$ cat src/rtl/pmem_multi_arbiter.sv
// pmem_multi_arbiter: NUM_RD round-robin read channels plus one write channel
// sharing a single physical-memory port.
// Optional performance counters are compiled in with `define PMEM_ARB_PERF_EN.
//
// Handshake: every requester raises its req level and holds req and address
// (and write data) stable until its one-cycle resp pulse. The memory side sees
// a read/write strobe held until a one-cycle pmem_resp.
module pmem_multi_arbiter #(
  parameter int ADDR_WIDTH    = 32,
  parameter int LINE_WIDTH    = 256,
  parameter int NUM_RD        = 2,
  parameter int WR_STARVE_MAX = 4
) (
  input  logic                         clk,
  input  logic                         reset_n,
  input  logic [NUM_RD-1:0]            rd_req,
  input  logic [NUM_RD*ADDR_WIDTH-1:0] rd_addr,
  output logic [LINE_WIDTH-1:0]        rd_rdata,
  output logic [NUM_RD-1:0]            rd_resp,
  input  logic                         wr_req,
  input  logic [ADDR_WIDTH-1:0]        wr_addr,
  input  logic [LINE_WIDTH-1:0]        wr_wdata,
  output logic                         wr_resp,
  output logic                         pmem_read,
  output logic                         pmem_write,
  output logic [ADDR_WIDTH-1:0]        pmem_address,
  output logic [LINE_WIDTH-1:0]        pmem_wdata,
  input  logic [LINE_WIDTH-1:0]        pmem_rdata,
  input  logic                         pmem_resp,
  output logic                         busy
`ifdef PMEM_ARB_PERF_EN
  ,
  input  logic                         perf_clr,
  output logic [31:0]                  perf_rd_cnt,
  output logic [31:0]                  perf_wr_cnt,
  output logic [31:0]                  perf_stall_cnt
`endif
);

  localparam int IDXW = (NUM_RD > 1) ? $clog2(NUM_RD) : 1;
  localparam int SW   = $clog2(WR_STARVE_MAX + 1);
  localparam int OFFS = $clog2(LINE_WIDTH / 8);
  localparam int LAW  = ADDR_WIDTH - OFFS;

  typedef enum logic [2:0] {
    IDLE       = 3'd0,
    RD_CAPTURE = 3'd1,
    READING    = 3'd2,
    WR_CAPTURE = 3'd3,
    WRITING    = 3'd4,
    FINISH     = 3'd5
  } state_e;

  state_e                  state_q;
  logic [IDXW-1:0]         grant_q;
  logic [IDXW-1:0]         rr_ptr_q;
  logic [SW-1:0]           streak_q;
  logic                    is_wr_q;
  logic                    busy_q;
  logic                    pmem_read_q;
  logic                    pmem_write_q;
  logic [ADDR_WIDTH-1:0]   pmem_address_q;
  logic [LINE_WIDTH-1:0]   pmem_wdata_q;
  logic [LINE_WIDTH-1:0]   rd_rdata_q;
  logic [NUM_RD-1:0]       rd_resp_q;
  logic                    wr_resp_q;

  logic                    rd_any;
  logic                    rd_found;
  logic [IDXW-1:0]         rd_cand;
  logic                    raw_hit;
  logic                    streak_full;
  logic                    wr_wins;
  logic [ADDR_WIDTH-1:0]   grant_addr;
  logic [NUM_RD-1:0]       grant_onehot;

  // Arbitration: rotating read search, RAW line compare, starvation guard.
  always_comb begin
    rd_any      = |rd_req;
    rd_found    = 1'b0;
    rd_cand     = '0;
    raw_hit     = 1'b0;
    streak_full = (streak_q >= SW'(WR_STARVE_MAX));
    for (int k = 1; k <= NUM_RD; k++) begin
      for (int i = 0; i < NUM_RD; i++) begin
        if (!rd_found && rd_req[i] && (((int'(rr_ptr_q) + k) % NUM_RD) == i)) begin
          rd_found = 1'b1;
          rd_cand  = IDXW'(i);
        end
      end
    end
    for (int i = 0; i < NUM_RD; i++) begin
      if (rd_req[i] &&
          (rd_addr[i*ADDR_WIDTH+OFFS +: LAW] == wr_addr[ADDR_WIDTH-1:OFFS])) begin
        raw_hit = 1'b1;
      end
    end
    wr_wins = wr_req && (!rd_any || streak_full || raw_hit);
  end

  // Granted channel's address and one-hot completion vector.
  always_comb begin
    grant_addr   = '0;
    grant_onehot = '0;
    for (int i = 0; i < NUM_RD; i++) begin
      if (grant_q == IDXW'(i)) begin
        grant_addr      = rd_addr[i*ADDR_WIDTH +: ADDR_WIDTH];
        grant_onehot[i] = 1'b1;
      end
    end
  end

  // Main FSM with registered strobes, responses and data paths.
  always_ff @(posedge clk or negedge reset_n) begin
    if (!reset_n) begin
      state_q        <= IDLE;
      grant_q        <= '0;
      rr_ptr_q       <= IDXW'(NUM_RD - 1);
      streak_q       <= '0;
      is_wr_q        <= 1'b0;
      busy_q         <= 1'b0;
      pmem_read_q    <= 1'b0;
      pmem_write_q   <= 1'b0;
      pmem_address_q <= '0;
      pmem_wdata_q   <= '0;
      rd_rdata_q     <= '0;
      rd_resp_q      <= '0;
      wr_resp_q      <= 1'b0;
    end else begin
      rd_resp_q <= '0;
      wr_resp_q <= 1'b0;
      case (state_q)
        IDLE: begin
          if (wr_wins) begin
            state_q <= WR_CAPTURE;
            is_wr_q <= 1'b1;
            busy_q  <= 1'b1;
          end else if (rd_found) begin
            state_q <= RD_CAPTURE;
            grant_q <= rd_cand;
            is_wr_q <= 1'b0;
            busy_q  <= 1'b1;
          end
        end
        RD_CAPTURE: begin
          pmem_address_q <= grant_addr;
          rr_ptr_q       <= grant_q;
          pmem_read_q    <= 1'b1;
          state_q        <= READING;
        end
        WR_CAPTURE: begin
          pmem_address_q <= wr_addr;
          pmem_wdata_q   <= wr_wdata;
          pmem_write_q   <= 1'b1;
          state_q        <= WRITING;
        end
        READING: begin
          if (pmem_resp) begin
            rd_rdata_q  <= pmem_rdata;
            pmem_read_q <= 1'b0;
            rd_resp_q   <= grant_onehot;
            state_q     <= FINISH;
          end
        end
        WRITING: begin
          if (pmem_resp) begin
            pmem_write_q <= 1'b0;
            wr_resp_q    <= 1'b1;
            state_q      <= FINISH;
          end
        end
        FINISH: begin
          if (is_wr_q || !wr_req) begin
            streak_q <= '0;
          end else if (!streak_full) begin
            streak_q <= streak_q + 1'b1;
          end
          busy_q  <= 1'b0;
          state_q <= IDLE;
        end
        default: begin
          pmem_read_q  <= 1'b0;
          pmem_write_q <= 1'b0;
          busy_q       <= 1'b0;
          state_q      <= IDLE;
        end
      endcase
    end
  end

  assign rd_rdata     = rd_rdata_q;
  assign rd_resp      = rd_resp_q;
  assign wr_resp      = wr_resp_q;
  assign pmem_read    = pmem_read_q;
  assign pmem_write   = pmem_write_q;
  assign pmem_address = pmem_address_q;
  assign pmem_wdata   = pmem_wdata_q;
  assign busy         = busy_q;

`ifdef PMEM_ARB_PERF_EN
  logic [31:0] perf_rd_q;
  logic [31:0] perf_wr_q;
  logic [31:0] perf_stall_q;

  // Completion and stall counters; clear wins over increment.
  always_ff @(posedge clk or negedge reset_n) begin
    if (!reset_n) begin
      perf_rd_q    <= '0;
      perf_wr_q    <= '0;
      perf_stall_q <= '0;
    end else if (perf_clr) begin
      perf_rd_q    <= '0;
      perf_wr_q    <= '0;
      perf_stall_q <= '0;
    end else begin
      if (state_q == FINISH && !is_wr_q) perf_rd_q <= perf_rd_q + 32'd1;
      if (state_q == FINISH && is_wr_q)  perf_wr_q <= perf_wr_q + 32'd1;
      if (busy_q && (rd_any || wr_req))  perf_stall_q <= perf_stall_q + 32'd1;
    end
  end

  assign perf_rd_cnt    = perf_rd_q;
  assign perf_wr_cnt    = perf_wr_q;
  assign perf_stall_cnt = perf_stall_q;
`endif

endmodule

$ cat config.mk
export PLATFORM = sky130hd
export DESIGN_NAME = pmem_multi_arbiter
export DESIGN_NICKNAME = d
export VERILOG_FILES = /design/src/rtl/pmem_multi_arbiter.sv
export SDC_FILE = /design/constraint.sdc
export NUM_CORES = 1
export LEC_CHECK = 0
export ABC_AREA = 1
export ABC_CLOCK_PERIOD_IN_PS = 1840
export CAP_MARGIN = 25
export CORE_AREA = 2 2 460 462
export CTS_CLUSTER_SIZE = 24
export DETAILED_ROUTE_END_ITERATION = 16
export DIE_AREA = 0 0 462 464
export SYNTH_ARGS = -nofsm -noshare
export SYNTH_HDL_FRONTEND = slang
export SYNTH_SLANG_ARGS = --single-unit
$ cat constraint.sdc
create_clock -name clk -period 1.84 [get_ports clk]
set_clock_uncertainty 0.1 [all_clocks]
set_input_delay 0.368 -clock clk [delete_from_list [all_inputs] [get_ports clk]]
set_output_delay 0.368 -clock clk [all_outputs]
set_load 0.1 [all_outputs]
==> results of run 1 <==
==> kinds of logic after synthesis <==
logic type / Yosys count / share of synthesized area [%]
AND/OR/NAND/NOR: 1112 / 18.6
flip-flops: 559 / 61.7
multiplexers: 256 / 12.7
buffers and inverters: 202 / 4.38
AO/OA/AOI/OAI: 75 / 1.94
XOR/XNOR: 16 / 0.618
adder cells (fa/ha/maj): 2 / 0.110
==> cells in the final DEF (no fill, tap or decap), types with 2 or more instances in the layout <==
cell type / synthesis / routed
inv_6: 0 / 5
clkdlybuf4s50_1: 0 / 608
inv_16: 0 / 2
xor2_1: 2 / 2
o21ai_0: 14 / 14
a21oi_1: 35 / 30
nand2_1: 953 / 950
dlygate4sd3_1: 0 / 4
nor2_1: 141 / 140
clkinvlp_4: 0 / 3
xnor2_1: 14 / 14
clkbuf_8: 0 / 16
nand3_1: 10 / 10
mux2_2: 38 / 38
buf_4: 1 / 181
a21oi_2: 0 / 5
nand4_1: 3 / 3
mux2_1: 218 / 218
dfrtp_2: 0 / 28
clkbuf_1: 29 / 6
clkbuf_16: 0 / 81
clkinv_16: 0 / 2
inv_1: 94 / 94
ha_1: 2 / 2
clkinv_8: 0 / 2
dfrtp_1: 558 / 530
dlymetal6s2s_1: 0 / 4
diode_2: 0 / 14
buf_12: 0 / 577
clkinv_2: 0 / 7
o31ai_2: 0 / 12
buf_16: 0 / 5
bufinv_16: 0 / 7
nand2_2: 1 / 2
clkinv_4: 0 / 4
o31ai_1: 24 / 9
buf_6: 23 / 13
o31ai_4: 0 / 3
nor3_1: 2 / 2
==> layer usage <==
layer  part of all wire (%)  track usage (%)  vias up
met2                     52             23.9     1155
met5                   0.31                0        -
met3                     11             5.73      316
met4                    4.1             5.83       72
li1                       -                -     9738
met1                     33             12.7    10389
==> final cells by class <==
| type | instances | area (um2) | share of cell area (%) |
|---|---|---|---|
| Antenna cell | 14 | 35.0 | 0.0731 |
| Multi-Input combinational cell | 1461 | 7860 | 16.4 |
| Timing Repair Buffer | 1400 | 19600 | 40.8 |
| Tap cell | 2805 | 3510 | 7.32 |
| Clock inverter | 30 | 444 | 0.927 |
| Clock buffer | 96 | 2090 | 4.37 |
| Inverter | 97 | 392 | 0.817 |
| Sequential cell | 559 | 14000 | 29.3 |
==> sequential cells by signal, indices dropped and copies added (netlist names) <==
name / cells
pmem_wdata: 256
rd_rdata: 256
pmem_address: 32
state_q: 3
streak_q: 3
rd_resp: 2
busy: 1
grant_q: 1
is_wr_q: 1
pmem_read: 1
pmem_write: 1
rr_ptr_q: 1
wr_resp: 1
==> worst min path at each step <==
| stage | start | to | slack [ns] |
|---|---|---|---|
| after detailed placement | reset_n | rd_rdata[165]$_DFFE_PN0P_ | 0.13 |
| after global routing | wr_addr[8] | pmem_address[8]$_DFFE_PN0P_ | 0.03 |
| after floorplan | reset_n | busy$_DFFE_PN0P_ | -0.03 |
| after CTS | wr_wdata[78] | pmem_wdata[78]$_DFFE_PN0P_ | 0.02 |
| final | wr_addr[8] | pmem_address[8]$_DFFE_PN0P_ | 0.05 |
| after global placement | reset_n | rd_rdata[160]$_DFFE_PN0P_ | 0.13 |
==> per-stage QoR <==
stage | cells | TNS, ns | setup slack [ns] | utilization, % | hold WS (ns)
finish | 6462 | -0.0352 | -0.0310 | 22.9 | 0.0507
CTS | 6411 | -8.22 | -0.0989 | 22.6 | 0.0158
global placement | 6208 | -64.02 | -0.666 | 21.1 | 0.131
floorplan | 2222 | 0 | 0.274 | - | -0.0276
detailed placement | 6208 | -67.20 | -0.700 | 21.1 | 0.126
global route | 6455 | -2.81 | -0.0829 | 22.9 | 0.0261
==> timing repair <==
| item | CTS | global route |
|---|---|---|
| endpoints found under the hold margin | 496 | 2 |
| hold buffers | 2 | 2 |
| pin swaps | 0 | 4 |
| buffers inserted | 74 | 28 |
| endpoints found under the setup margin | 475 | 264 |
| cloned | 1 | 7 |
| gates resized for setup | 28 | 54 |
==> reports/metrics.yaml, run 1 <==
dpl_cell_area_mm2: 0.0440
synth_most_common_cell: "nand2_1"
routabilityCongestion: 0.950
drive_gt1_share_pct: 27.5
cp.required_ns: 1.37
drt_iter0_markers: 1248
synth_top_area_share_pct: 61.5
worstPathMaxFanout: 2
cts-htree-levels: 3
die_h_um: 464
die_w_um: 462
grt_pass1_wl_um: 192000
slew_headroom_pct: 67.4
rsz0062_at_grt: "true"
synth_area_per_cell_um2: 10.2
min_path_type: "primary input to flip-flop"
synth_top_cell_by_area: "dfrtp_1"
violations: "setup timing"
critical_path.top_delay_family: "flip-flops"
setup_viol: 2
worstSetupPathType: "flip-flop to output port"
ctsLongestPathBuffers: 3
synth_cell_types: 28
tightest_slew_ns: 0.489
finalInstanceArea_mm2: 0.0479
seq_area_frac_synth_pct: 61.7
antenna_found_initial: 110
wirelength_um: 148000
critPathLaunchType: "flip-flop"
synth_area_leaders: "dfrtp_1 (62%), nand2_1 (16%), mux2_1 (11%)"
wire_per_inst_um: 22.9
core_mm2: 0.209
ys_top_cells_by_count: "nand2_1 (953), dfrtp_1 (558), mux2_1 (218)"
post-route-period-util_pct: 102
slew_viol_final: 0
clkTransAtPathRegs_ns: 0.06
fin_ws_ns: -0.0310
fmax_mhz: 534
min_period_ns: 1.87
synthFlopType: "dfrtp_1"
clk_latency_ns: 0.69
start_util_pct: 10.8
cts-root-buf: "clkbuf_16"
synthArstFlopShare_pct: 100
grt_pass1_vias: 22519
gr-total-overflow: 0
drc: 0
grt_max_degree: 83
cp-end-kind: "output port"
drtPass1Iterations: 5
status: "finished, violations left"
rr_startpoint: "state_q[1]$_DFFE_PN0P_"
cts_made_buffers: 74
maxCapViolations: 0
synthesis.area_mm2: 0.0227
nNetsFinal: 4209
holdPathStages: 3
r2r_end: "busy$_DFFE_PN0P_"
groute.usage.overall_pct: 13.1
syn2layout_area_growth_pct: 111
crit_chain: "buf_12"
syn_inst: 2222
io_buffers: 1163
hpwlAfterDp_um: 123000
path_buf_inv: 1
cp.depth: 1
final.fill_count: 22226
rows: 168
viasPerCell: 3.35
die_area_mm2: 0.214
final_hold_viol_count: 0
synth_warnings: 0
route.vias.total: 21670
cts_tree: "done"
r2r_slack_ns: 0.01
slowest_stage: "dfrtp_2"
synth.net_count: 2838
cts_sinks: 559
num_io_pins: 1164
critPathLaunch: "pmem_wdata[30]$_DFFE_PN0P_"
reg2reg_depth: 11
worstPathArrival_ns: 1.40
drt.antenna.violating_nets: 0
yosys_register_bits: 559
synth_edf_count: 0
crit_end: "pmem_wdata[30]"
max_stage_delay_ns: 0.48
Power of run 1 is not shown: default switching activity piles up to over one toggle a cycle in this logic, so the estimate is an artifact.
==> inputs of run 2 (changes only) <==
--- a/config.mk
+++ b/config.mk
@@ -6,7 +6,7 @@
 export NUM_CORES = 1
 export LEC_CHECK = 0
 export ABC_AREA = 1
-export ABC_CLOCK_PERIOD_IN_PS = 1840
+export ABC_CLOCK_PERIOD_IN_PS = 1900
 export CAP_MARGIN = 25
 export CORE_AREA = 2 2 460 462
 export CTS_CLUSTER_SIZE = 24
==> constraint.sdc (replaced) <==
create_clock -name clk -period 1.9 [get_ports clk]
set_clock_uncertainty 0.1 [all_clocks]
set_input_delay 0.38 -clock clk [delete_from_list [all_inputs] [get_ports clk]]
set_output_delay 0.38 -clock clk [all_outputs]
set_load 0.1 [all_outputs]
==> run 2 against run 1 <==
Net effect: the flow now finishes without violations; global-route usage shrank 0.082 points; register-to-register slack gained 0.03 ns; critical path depth increased by 4; first-iteration DRC count increased by 5.1%; worst setup slack improved by 0.071 ns; final area shrank 2.8%; worst hold slack improved by 0.054 ns; cell count decreased by 1.6%; die area stayed put; flip-flop and latch count is the same; utilization is 0.64 points lower; routed wire length shrank 2.1%; critical endpoint is now rd_rdata[29]$_DFFE_PN0P_; highest routed layer unchanged.
==> reports/metrics.yaml, run 2 (synthesis gave the netlist of run 1 again) <==
hold_slack_ns: 0.105  # was 0.0507 ns
rsz0062_at_grt: "true"  # unchanged
route.vias.total: 21227  # was 21,670
cts_made_buffers: 73  # was 74
start_util_pct: 10.8  # unchanged
grt_max_degree: 86  # was 83
dpl_cell_area_mm2: 0.0439  # was 0.0440 mm2
drive_gt1_share_pct: 24.4  # was 27.5%
routabilityCongestion: 0.922  # was 0.950
status: "completed"  # was finished, violations left
mostFrequentLayoutCells: "nand2_1 (952), clkdlybuf4s50_1 (611), buf_12 (575)"  # was nand2_1 (950), clkdlybuf4s50_1 (608), buf_12 (577)
cts-htree-levels: 3  # unchanged
rows: 168  # unchanged
clkTransAtPathRegs_ns: 0.06  # about the same
tightest_slew_ns: 0.656  # was 0.489 ns
cts_tree: "done"  # unchanged
utilization_pct: 22.3  # was 22.9%
setup_viol: 0  # was 2
cts_sinks: 559  # unchanged
die_w_um: 462  # unchanged
grt_pass1_wl_um: 190000  # was 192,000 um
drtPass1Iterations: 5  # unchanged
min_period_ns: 1.86
die_area_mm2: 0.214  # unchanged
fmax_mhz: 538
cts-root-buf: "clkbuf_16"  # unchanged
core_mm2: 0.209  # unchanged
maxCapViolations: 0  # unchanged
syn2layout_area_growth_pct: 105  # was 111%
seq_area_mm2: 0.0140  # about the same
multiInputGateArea_mm2: 0.00773  # was 0.00786 mm2
num_io_pins: 1164  # unchanged
wire_per_inst_um: 22.8  # was 22.9 um
dp_slack_ns: -0.594  # was -0.700 ns
cp-end-kind: "flip-flop"  # was output port
final_common_cell: "nand2_1"  # unchanged
min_path_type: "primary input to asynchronous set/reset pin"  # was primary input to flip-flop
fin_ws_ns: 0.0404  # was -0.0310 ns
final.fill_count: 22334  # was 22,226
viasPerCell: 3.34  # was 3.35
drc: 0  # unchanged
hpwlAfterDp_um: 123000  # about the same
worstPathArrival_ns: 2.30  # was 1.40 ns
gr-total-overflow: 0  # unchanged
antenna_found_initial: 107  # was 110
rr_startpoint: "state_q[0]$_DFFE_PN0P_"  # was state_q[1]$_DFFE_PN0P_
clk_latency_ns: 0.68  # was 0.69 ns
die_h_um: 464  # unchanged
io_buffers: 1163  # unchanged
slew_headroom_pct: 56.3  # was 67.4%
drt.antenna.violating_nets: 0  # unchanged
wirelength_um: 145000  # was 148,000 um
drt_iter0_markers: 1312  # was 1,248
worstSetupPathType: "flip-flop to flip-flop"  # was flip-flop to output port
grt_pass1_vias: 22132  # was 22,519
critPathLaunchType: "flip-flop"  # unchanged
groute.usage.overall_pct: 13.1  # about the same
ctsLongestPathBuffers: 3  # unchanged
post-route-period-util_pct: 97.9
critPathLaunch: "state_q[0]$_DFFE_PN0P_"  # was pmem_wdata[30]$_DFFE_PN0P_
worstPathMaxFanout: 28  # was 2
slew_viol_final: 0  # unchanged
nNetsFinal: 4095  # was 4,209
cp.required_ns: 2.34  # was 1.37 ns
final_hold_viol_count: 0  # unchanged
finalInstanceArea_mm2: 0.0466  # was 0.0479 mm2
[run 2: metrics by stage]
step                      setup TNS [ns]  std cells
after global placement            -47.81       6196
final                                  0       6356
after CTS                         -0.461       6330
after floorplan                        0       2222
after detailed placement          -53.75       6196
after global routing              -0.258       6343
[run 2: routing by layer]
metal	track usage (%)	wire length [um]	share of wire [%]
met1	12.9	48700	34
met2	23.4	73000	50
met3	5.61	15300	11
met4	5.90	7620	5.3
met5	0	331	0.23
[run 2: cell type report]
| type | instances | share of cell area [%] |
|---|---|---|
| Sequential cell | 559 | 30.1 |
| Timing Repair Buffer | 1287 | 39.7 |
| Tap cell | 2805 | 7.54 |
| Antenna cell | 20 | 0.107 |
| Multi-Input combinational cell | 1461 | 16.6 |
| Clock buffer | 96 | 4.41 |
| Inverter | 97 | 0.819 |
| Clock inverter | 31 | 0.709 |
[run 2: worst max-delay path, stage by stage (launching register included)]
cell	delay, ns
dfrtp_1	0.42
inv_1	0.13
nand3_4	0.13
buf_12	0.19
buf_12	0.25
mux2_2	0.37
[run 2: repair_timing]
| item | 4_1_cts | 5_1_grt |
|---|---|---|
| hold buffers | 1 | 0 |
| setup buffers | 6 | 4 |
| endpoints found under the hold margin | 405 | 0 |
| resized for setup | 24 | 8 |
| gates cloned | 0 | 3 |
| setup endpoints to repair | 54 | 23 |
| pin swaps | 0 | 1 |
[run 2: worst paths after layout]
| kind | endpoint | slack [ns] | cells past startpoint |
|---|---|---|---|
| min in group clk | pmem_address[24]$_DFFE_PN0P_ | 0.12 | 4 |
| setup / recovery | rd_rdata[29]$_DFFE_PN0P_ | 0.04 | 5 |
| hold reg to reg | rr_ptr_q$_DFFE_PN1P_ | 0.40 | 2 |
| hold / removal | rd_rdata[160]$_DFFE_PN0P_ | 0.10 | 2 |
| setup reg to reg | rd_rdata[29]$_DFFE_PN0P_ | 0.04 | 5 |
| max in group asynchronous | pmem_wdata[193]$_DFFE_PN0P_ | 0.74 | 3 |
Power of run 2 is left out for the same reason.
